===== src/rtl/tdm_demux.sv =====
// Receive side of a 1-bit TDM link: locks onto frame_sync, steers each strobed bit
// into its slot and publishes the completed frame with a one-cycle valid pulse.
module tdm_demux #(
   parameter int CH   = 4,
   parameter int SELW = 2
) (
   input  logic            clk,
   input  logic            rst,
   input  logic            din,
   input  logic            en,
   input  logic            frame_sync,
   input  logic            clr_err,
   output logic [SELW-1:0] sel,
   output logic [CH-1:0]   y,
   output logic            y_valid,
   output logic            sync_err
);

   typedef enum logic {
      S_HUNT,
      S_RUN
   } state_t;

   state_t          r_state;
   logic [SELW-1:0] r_sel;
   logic [CH-2:0]   r_shadow;
   logic [CH-1:0]   r_y;
   logic            r_y_valid;
   logic            r_sync_err;

   logic [CH-2:0]   w_shadow_wr;
   logic [CH-2:0]   w_shadow_restart;
   logic [SELW-1:0] w_sel_inc;
   logic            w_last;

   // Slot CH-1 is never stored in the shadow; it goes straight into y.
   always_comb begin
      w_shadow_wr = r_shadow;
      for (int k = 0; k < CH-1; k++) begin
         if (r_sel == SELW'(k)) w_shadow_wr[k] = din;
      end
      w_shadow_restart    = '0;
      w_shadow_restart[0] = din;
   end

   assign w_sel_inc = r_sel + SELW'(1);
   assign w_last    = (r_sel == SELW'(CH-1));

   // NOTE: all state uses non-blocking assignments so every branch sees pre-edge values.
   always_ff @(posedge clk or posedge rst) begin
      if (rst) begin
         r_state    <= S_HUNT;
         r_sel      <= '0;
         r_shadow   <= '0;
         r_y        <= '0;
         r_y_valid  <= 1'b0;
         r_sync_err <= 1'b0;
      end else begin
         r_y_valid <= 1'b0;
         // Clear first so an error detected on the same edge overrides it.
         if (clr_err) r_sync_err <= 1'b0;

         if (en) begin
            if (r_state == S_HUNT) begin
               if (frame_sync) begin
                  r_shadow <= w_shadow_restart;
                  r_sel    <= SELW'(1);
                  r_state  <= S_RUN;
               end
            end else begin
               if (frame_sync && (r_sel != '0)) begin
                  r_sync_err <= 1'b1;
                  r_shadow   <= w_shadow_restart;
                  r_sel      <= SELW'(1);
               end else if (frame_sync) begin
                  r_shadow <= w_shadow_wr;
                  r_sel    <= w_sel_inc;
               end else if (r_sel == '0) begin
                  r_sync_err <= 1'b1;
                  r_state    <= S_HUNT;
               end else if (w_last) begin
                  r_y       <= {din, r_shadow};
                  r_y_valid <= 1'b1;
                  r_sel     <= '0;
               end else begin
                  r_shadow <= w_shadow_wr;
                  r_sel    <= w_sel_inc;
               end
            end
         end
      end
   end

   assign sel      = r_sel;
   assign y        = r_y;
   assign y_valid  = r_y_valid;
   assign sync_err = r_sync_err;

endmodule


===== config.mk =====
export PLATFORM = sky130hd
export DESIGN_NAME = tdm_demux
export DESIGN_NICKNAME = d
export VERILOG_FILES = /design/src/rtl/tdm_demux.sv
export SDC_FILE = /design/constraint.sdc
export NUM_CORES = 1
export LEC_CHECK = 0
export ABC_AREA = 1
export BUFFER_PORTS_ARGS = -buffer_cell sky130_fd_sc_hd__buf_4
export CAP_MARGIN = 20
export CORE_UTILIZATION = 40
export CTS_BUF_LIST = sky130_fd_sc_hd__clkbuf_16
export DETAILED_ROUTE_END_ITERATION = 10
export PLACE_DENSITY = 0.65
export SYNTH_ARGS = -nofsm -noshare
export SYNTH_HDL_FRONTEND = slang
export SYNTH_SLANG_ARGS = --single-unit

===== constraint.sdc =====
create_clock -name clk -period 2.91 [get_ports clk]
set_clock_uncertainty 0.05 [all_clocks]
set_input_delay 0 -clock clk [delete_from_list [all_inputs] [get_ports clk]]
set_output_delay 0 -clock clk [all_outputs]
set_load 0.1 [all_outputs]

# Yosys cells after proc, flatten, opt, wreduce, memory -nomap -nowiden
# Index checks and enable logic that the tools add are counted.
# op_classes
bitwise,3
n_addsub,1
n_eq_ne,5
reduce_logical,7
n_mux,32
# ops
cell,n
2-to-1 mux 1 bit,20
2-to-1 mux 3 bit,6
2-to-1 mux 2 bit,6
AND reduction 6 bit,1
"== test 2 bit, second input constant",2
AND reduction 4 bit,1
nonzero test 2 bit,2
"!= test 3 x 2 -> 1 bit, second input constant",1
"!= test 3 bit, second input constant",1
inverter 1 bit,3
AND reduction 3 bit,1
"adder 2 x 1 -> 2 bit, second input constant",1
"== test 2 x 1 -> 1 bit, second input constant",1
zero test 2 bit,1
logical AND 1 bit,1
# word_totals
ff_bits,12
inputBits,6
word_cells,54

# Logic depth before layout (Yosys ltp)
# Gate-level depths: netlist (run 1).
# logic_depth
word_depth,7
depth_mapped,9
depth_no_buf,9

# Worst setup path after synthesis (run 1)
# No wires, ideal clock.
# synth_path
kind,register to register
from,register r_sel[0] (netlist: sel[0])
to,register r_shadow[2]
period_less_slack_ns,2.044
setup_ns,0.117
arrival_time_ns,1.877
n_path_buf,0
stages_incl_launch_ff,9
slack_ns,0.866
cell_sequence,dfrtp_1 inv_1 ha_1 inv_2 nand3_1 nand2_2 nand3_1 nand2_1 nand2_1
# synth_between
elab_chain_cells,7
word_cells_on_any_way,14
# synth_rtl
item,line,text
start: declaration,25,logic [SELW-1:0] r_sel;
start signal: assignment,77,r_sel <= w_sel_inc;
start signal: assignment,87,r_sel <= w_sel_inc;
== test 2 bit,40,if (r_sel == SELW'(k)) w_shadow_wr[k] = din;
2-to-1 mux 1 bit,40,
2-to-1 mux 3 bit,81,end else if (w_last) begin
2-to-1 mux 3 bit,78,end else if (r_sel == '0) begin
2-to-1 mux 3 bit,75,end else if (frame_sync) begin
2-to-1 mux 3 bit,71,if (frame_sync && (r_sel != '0)) begin
2-to-1 mux 3 bit,64,if (r_state == S_HUNT) begin
end signal: assignment,66,r_shadow <= w_shadow_restart;
end signal: assignment,73,r_shadow <= w_shadow_restart;
end signal: assignment,76,r_shadow <= w_shadow_wr;
end: declaration,26,logic [CH-2:0] r_shadow;
# Parallel ways exist; a longest one is shown, timed or not. The select of a mux whose other input is x is not followed.
# A chain may end at the register's enable or synchronous reset.

# Worst setup path after layout (run 1)
# Same ends and word-level chain as after synthesis.

==> results of run 1 <==
kinds of logic (layout without fill, tap and decap cells):
kind of cell	after synthesis	count (layout)	synth area share
xor gates and xnor gates	1	1	0.01367
adders and majority gates	4	4	0.07813
and+or+nand+nor	38	38	0.3067
AOI/OAI and AO/OA	7	7	0.06837
DFF	12	12	0.4688
buffers and inverters	11	30	0.06445
cell type report:
cell class	instances	area [µm²]	share of cell area
sequential	12	300.3	0.3478
multi-input combinational	50	299.0	0.3464
timing repair buffer	16	127.6	0.1478
clock buffer	3	75.07	0.08696
inverter	11	41.29	0.04783
tap	16	20.02	0.02319
flip-flops by register name, summed over array words and instances (netlist names):
signal,count
sel,2
r_shadow,3
r_state,1
y,4
y_valid,1
sync_err,1
synth_stat cells:
library cell,instances,share of area
nand2_1,21,0.12
dfrtp_1,12,0.47
inv_1,9,0.053
nand3_1,7,0.055
ha_1,4,0.078
o21ai_0,4,0.031
nand2_2,3,0.029
inv_2,2,0.012
nand2_4,2,0.035
nor2_1,2,0.012
a21oi_2,1,0.014
nand3b_1,1,0.012
nor2_2,1,0.0098
nor2_8,1,0.031
o21ai_2,1,0.014
o22ai_1,1,0.0098
xnor2_1,1,0.014
critical path: stages (launching register included):
cell and delay [ps]:
dfrtp_1 420, inv_1 90, ha_1 240, inv_2 130
nand3_1 100, nand2_2 140, nand3_1 100, nand2_1 60
nand2_1 50
worst paths after layout:
| path | to | cells after the start | start |
|---|---|---|---|
| max | r_shadow[2] | 8 | sel[0] |
| min | y[3] | 3 | din |
| max reg2reg | r_shadow[2] | 8 | sel[0] |
| min reg2reg | y[0] | 2 | y[0] |
| max in group asynchronous | y[3] | 3 | rst |
| min in group asynchronous | y_valid | 3 | rst |
what timing repair did:
action,4_1_cts,5_1_grt
hold endpoints to repair,14,0
hold buffers,3,0
setup endpoints to repair,0,0
routing by layer:
metal / global-route usage / wire (µm) / vias to the layer above
met5: 0 / 0 / -
met4: 0.05625 / 4 / 0
met3: 0.03879 / 40 / 2
met2: 0.2813 / 618 / 10
met1: 0.1927 / 528 / 248
li1: - / - / 267
through the flow:
| stage | hold WS, ps | cell area [µm²] | worst slack, ps | utilization |
|---|---|---|---|---|
| floorplan | -185.3 | 640.6 | 865.5 | - |
| global placement | -7.817 | 758.2 | 1477 | 0.5033 |
| detailed placement | -8.123 | 758.2 | 1447 | 0.5033 |
| CTS | 27.23 | 863.3 | 1416 | 0.5731 |
| global route | 36.08 | 863.3 | 1274 | 0.5731 |
| finish | 22.41 | 863.3 | 1423 | 0.5731 |
==> out/results.tsv, run 1 <==
metric	value	unit
slew_viol_final	0	
htreeDepth	1	
grt_usage	0.1609	
fp.dieW	42.02	µm
die_y	42.02	µm
grt_start_max_net_pins	13	
drive_gt1_frac	0.2935	
final_common_cell	nand2_1	
syn2layout_area_growth	34.77	%
cp_max_fo	8	
ys_warn_count	0	
maxCapViolations	0	
core	1506	µm²
arrival	1560	ps
die_area	1766	µm²
status	complete, no violations	
post_cts_resized	0	
grt_pass1_vias	515	
dp_hpwl	898.9	µm
viasPerCell	4.880	
antenna_found_initial	0	
nNetsFinal	104	
post_cts_buffers	0	
drt_pass1_iterations	4	
r2r_slack	1420	ps
path_clk_slew	40	ps
numCtsBuffers	3	
start_util	0.4252	
num-fill-cells	137	
place_inst	102	
wl	1190	µm
rsz0062_at_grt	false	
final_cells	108	
num_antenna_cells	0	
maxSlewHeadroom	0.6982	
drc	0	
grt_pass1_wl	2152	µm
critPathKind	reg2reg	
hold_class	in2reg	
cp-start-kind	flip-flop	
num_rows	14	
drt-initial-drc-count	9	
vias	527	
layout_min_cycle_time	1487	ps
clock_path_buffers	2	
post_drt_wl_per_cell	11.02	µm
synth_cells	73	
clk_latency	230	ps
synth_nets	83	
cts-root-buf	clkbuf_16	
cts.sinks	12	
pin_count	14	
fin_setup_tns	0	ps
yosysSeqAreaShare	0.4688	
io_buffers	13	
finalSetupViolations	0	
final_cell_mix	21 x nand2_1, 13 x buf_4, 12 x dfrtp_1	
synth.distinct_cells	17	
gp_congestion	0.8609	
clock.fmax	0.6725	GHz
required	2980	ps
cts_tree	built	
cp-end-kind	flip-flop	
fin_crit_sh	0.5110	
syn_avg_cell_area	8.776	µm²
synth-seq-cells	12	
grt.overflow.total	0	
syn_area	640.6	µm²
final_antenna_net_count	0	
hold_viol	0	
worstMarginPinSlew	452.2	ps
Power of run 1 is left out: the tool's default activity adds up to more than one toggle a clock period on the data nets, which glitch-free logic cannot reach.
==> inputs of run 2 (changes only) <==
Settings changed: PLACE_DENSITY 0.65 to 0.67.
Clock period 2.91 ns to 1.23 ns, I/O delays scaled along.
==> run 2 against run 1 <==
- the flow now finishes with violations (negative setup slack)
- wire length is 17% higher
- core utilization grew 8.6 points
- final cell count is 4.6% higher
- critical endpoint is now sel[1]
- flip-flop and latch count unchanged
- die area unchanged
- sequential share of layout area down 3.5 points
- global-route usage increased by 2.3 points
- non-clock buffer count rose by 4
- first-iteration DRC count rose by 56%
- clock-buffer cell count did not move
==> out/results.tsv, run 2 (synthesis gave the netlist of run 1 again) <==
metric	value	unit	change
status	complete, but fails checks		
violations	negative setup slack		
critPathKind	reg2reg		
dp_hpwl	947.7	µm	+5.4%
nNetsFinal	108		+3.8%
grt.met3_usage	0.03879		unchanged
fin_ws	-43.06	ps	-1466 ps
layout_min_cycle_time	1273	ps	-213.9 ps
die_y	42.02	µm	unchanged
drt-initial-drc-count	14		+5
core	1506	µm²	unchanged
antenna_found_initial	0		unchanged
largest_reg_flops	4		unchanged
htreeDepth	1		unchanged
viasPerCell	4.752		-2.6%
grt.busiest_layer	met2		
numCtsBuffers	3		unchanged
arrival	1390	ps	-170 ps
fp.dieW	42.02	µm	unchanged
drive_gt1_frac	0.4742		+0.1807
cts_tree	built		
cp-start-kind	flip-flop		
final_antenna_net_count	0		unchanged
cp_max_fo	4		-4
maxCapViolations	0		unchanged
use_met1	0.2340		+0.04125
final_common_cell	nand2_1		
rsz0062_at_grt	true		
dp_slack	-63.25	ps	-1510 ps
slew_viol_final	0		unchanged
r2r_cells	7		-1
drt_pass1_iterations	4		unchanged
path_clk_slew	40	ps	about the same
met2_usage	0.2781		-0.003125
hold_class	in2reg		
gp_congestion	0.7929		-7.9%
clk_latency	240	ps	about the same
syn2layout_area_growth	55.08	%	
cts-root-buf	clkbuf_16		
vias	537		+1.9%
worstMarginPinSlew	479.6	ps	+27.37 ps
cp-end-kind	flip-flop		
pin_count	14		unchanged
final_util	0.6595		+0.08638
grt_usage	0.1835		+0.02256
min_path_cells	3		unchanged
die_area	1766	µm²	unchanged
required	1350	ps	-1630 ps
num_antenna_cells	0		unchanged
wl	1396	µm	+17%
cts.sinks	12		unchanged
grt_pass1_wl	2387	µm	+11%
fin_setup_tns	-141.3	ps	-141.3 ps
grt.overflow.total	0		unchanged
fin_crit_sh	1.035		+0.5240
start_util	0.4252		unchanged
clock_path_buffers	2		unchanged
grt_pass1_vias	561		+8.9%
io_buffers	13		unchanged
num_rows	14		unchanged
finalSetupViolations	4		+4
post_drt_wl_per_cell	12.35	µm	+12%
grt_start_max_net_pins	13		unchanged
final_cell_mix	18 x nand2_1, 16 x buf_4, 8 x dfrtp_1		
maxSlewHeadroom	0.6799		-0.01827
clock.fmax	0.7855	GHz	+17%
hold_viol	0		unchanged
drc	0		unchanged
-- run 2: cell types whose count changed in the layout (fill, tap and decap cells not counted), moves of 3 or more --
cell and change:
buf_4 +3, dfrtp_1 -4, inv_4 +4, nand2_1 -3, o21ai_0 -3
-- run 2: worst max-delay path: stages, from the launching register on --
cell	delay (ps)
dfrtp_4	500
inv_4	80
ha_4	140
inv_4	50
nand2_4	80
nand2_4	60
nand3b_1	160
o21ai_1	70
-- run 2: stage by stage --
stage	instance area [µm²]	instances	hold WS, ps
floorplan	689.4	73	-185.3
global placement	829.5	105	-0.1501
detailed placement	829.5	105	4.836
CTS	950.9	112	19.90
global route	993.5	113	71.40
finish	993.5	113	41.49
-- run 2: final timing paths --
check / to / slack [ps] / start
worst max-delay path: sel[1] / -40 / sel[1]
worst min-delay path: y[3] / 40 / din
worst max register to register: sel[1] / -40 / sel[1]
worst min register to register: y[0] / 420 / y[0]
max in group asynchronous: sel[0] / 470 / rst
min in group asynchronous: y[0] / 290 / rst
-- run 2: layout make-up --
type,count,area (µm²)
fillers,134,513.0
multi-input cells,50,371.6
flip-flops and latches,12,310.3
repair buffers,20,161.4
clock buffers,3,75.07
inverters,11,51.30
well taps,16,20.02
clock inverters,1,3.754
-- run 2: metal layers --
metal | vias to the layer above | wire (µm)
met3 | 4 | 57
met2 | 11 | 700
met4 | 0 | 20
met5 | - | 0
li1 | 276 | -
met1 | 246 | 618
-- run 2: timing repair --
action / 4_1_cts / 5_1_grt
pin swaps: 5 / 2
hold endpoints to repair: 14 / 0
hold buffers: 3 / 0
resized for setup: 5 / 9
setup endpoints to repair: 6 / 9
buffers inserted: 0 / 1
cloned: 0 / 0
Power of run 2 is left out for the same reason.
==> inputs of run 3 (changes only) <==
Settings changed: PLACE_DENSITY 0.67 to 0.65.
Clock period 1.23 ns to 1.2 ns, I/O delays scaled along.
==> run 3 against run 2 <==
- the flow still finishes with violations (negative setup slack)
- register-to-register slack worse by 50 ps
- worst setup slack worse by 55 ps
- critical path depth unchanged
- via count up 1.5%
==> out/results.tsv, run 3 (synthesis gave the netlist of run 1 again) <==
metric	value	unit	change
r2r_cells	7		unchanged
start_util	0.4252		unchanged
final_cell_mix	16 x nand2_1, 15 x buf_4, 8 x dfrtp_1		
min_path_cells	3		unchanged
cp-start-kind	flip-flop		
status	complete, but fails checks		
htreeDepth	1		unchanged
io_buffers	13		unchanged
fp.dieW	42.02	µm	unchanged
die_area	1766	µm²	unchanged
num_rows	14		unchanged
core	1506	µm²	unchanged
cts_tree	built		
syn2layout_area_growth	57.03	%	
drt_pass1_iterations	4		unchanged
num_antenna_cells	0		unchanged
crit_chain	inv_4 -> ha_4 -> inv_4 -> nand2_4 -> nand2_4 -> nand3b_1 -> o21ai_1		
hold_viol	0		unchanged
num-fill-cells	124		-7.5%
hold_class	in2reg		
final_util	0.6678		+0.008306
slew_viol_final	0		unchanged
fin_crit_sh	1.081		+0.04648
grt_start_max_net_pins	13		unchanged
required	1310	ps	-40 ps
clock_path_buffers	2		unchanged
r2r_slack	-100	ps	-50 ps
post_drt_wl_per_cell	12.27	µm	-0.70%
antenna_found_initial	0		unchanged
max_stage_delay	520	ps	+20 ps
cts.sinks	12		unchanged
fin_area	1006	µm²	+1.3%
wl	1374	µm	-1.6%
pin_count	14		unchanged
crit_family	flip-flops		
layout_min_cycle_time	1298	ps	+24.72 ps
cts-root-buf	clkbuf_16		
path_buf_inv	2		unchanged
gp_congestion	0.8276		+4.4%
fin_setup_tns	-459.6	ps	-318.3 ps
clock.fmax	0.7705	GHz	-1.9%
numCtsBuffers	3		unchanged
largest_reg_flops	4		unchanged
final_common_cell	nand2_1		
dp_hpwl	948.2	µm	about the same
cp_max_fo	5		+1
critPathKind	reg2reg		
cp-end-kind	flip-flop		
viasPerCell	4.866		+2.4%
grt_pass1_wl	2194	µm	-8.1%
placed_area	829.5	µm²	unchanged
grt_pass1_vias	508		-9.4%
final_antenna_net_count	0		unchanged
violations	negative setup slack		
grt_usage	0.1665		-0.01695
worstMarginPinSlew	464.8	ps	-14.74 ps
path_clk_slew	50	ps	about the same
critPathSlowestCell	dfrtp_4		
vias	545		+1.5%
rsz0062_at_grt	true		
clk_latency	240	ps	about the same
grt.overflow.total	0		unchanged
finalSetupViolations	10		+6
fin_ws	-97.78	ps	-54.72 ps
maxSlewHeadroom	0.6898		+0.009839
maxCapViolations	0		unchanged
die_y	42.02	µm	unchanged
arrival	1410	ps	+20 ps
cp_num_cells	7		unchanged
nNetsFinal	107		-0.93%
drive_gt1_frac	0.5000		+0.02577
drc	0		unchanged
drt-initial-drc-count	14		unchanged
[run 3: final cells by class]
class | instances | area [µm²] | share of cell area
Timing Repair Buffer | 19 | 153.9 | 0.1530
Inverter | 11 | 48.80 | 0.04851
Tap cell | 16 | 20.02 | 0.01990
Sequential cell | 12 | 310.3 | 0.3085
Clock inverter | 1 | 3.754 | 0.003731
Clock buffer | 3 | 75.07 | 0.07463
Multi-Input combinational cell | 50 | 394.1 | 0.3918
[run 3: routing by layer]
metal  global-route usage  wire, µm  vias up
met5                    0         0        -
met4              0.07500         9        0
met3              0.03879        50        2
met2               0.2625       670       11
met1               0.2185       644      256
li1                     -         -      276
[run 3: worst register-to-register path, stage by stage, from the launching register on]
cell	delay [ps]
dfrtp_4	520
inv_4	80
ha_4	140
inv_4	50
nand2_4	90
nand2_4	60
nand3b_1	150
o21ai_1	80
[run 3: path summary, 6_finish.rpt]
kind,from,endpoint
max,sel[0],sel[1]
min,din,y[3]
max reg2reg,sel[0],sel[1]
min reg2reg,r_shadow[1],r_shadow[1]
max in group asynchronous,rst,sel[1]
min in group asynchronous,rst,y[3]
[run 3: what timing repair did]
action,in CTS,in global routing
endpoints found under the hold margin,14,0
resized for setup,11,6
hold buffers,3,0
pin swaps,4,4
endpoints found under the setup margin,9,10
setup buffers,0,1
[run 3: through the flow]
| step | hold WS, ps | std cells | setup WS, ps |
|---|---|---|---|
| floorplan | -185.3 | 73 | -241.0 |
| global placement | -4.242 | 105 | -76.21 |
| detailed placement | 7.258 | 105 | -84.67 |
| CTS | 22.53 | 112 | -78.07 |
| global route | 41.51 | 112 | -170.4 |
| finish | 13.85 | 112 | -97.78 |
Power of run 3 is left out for the same reason.
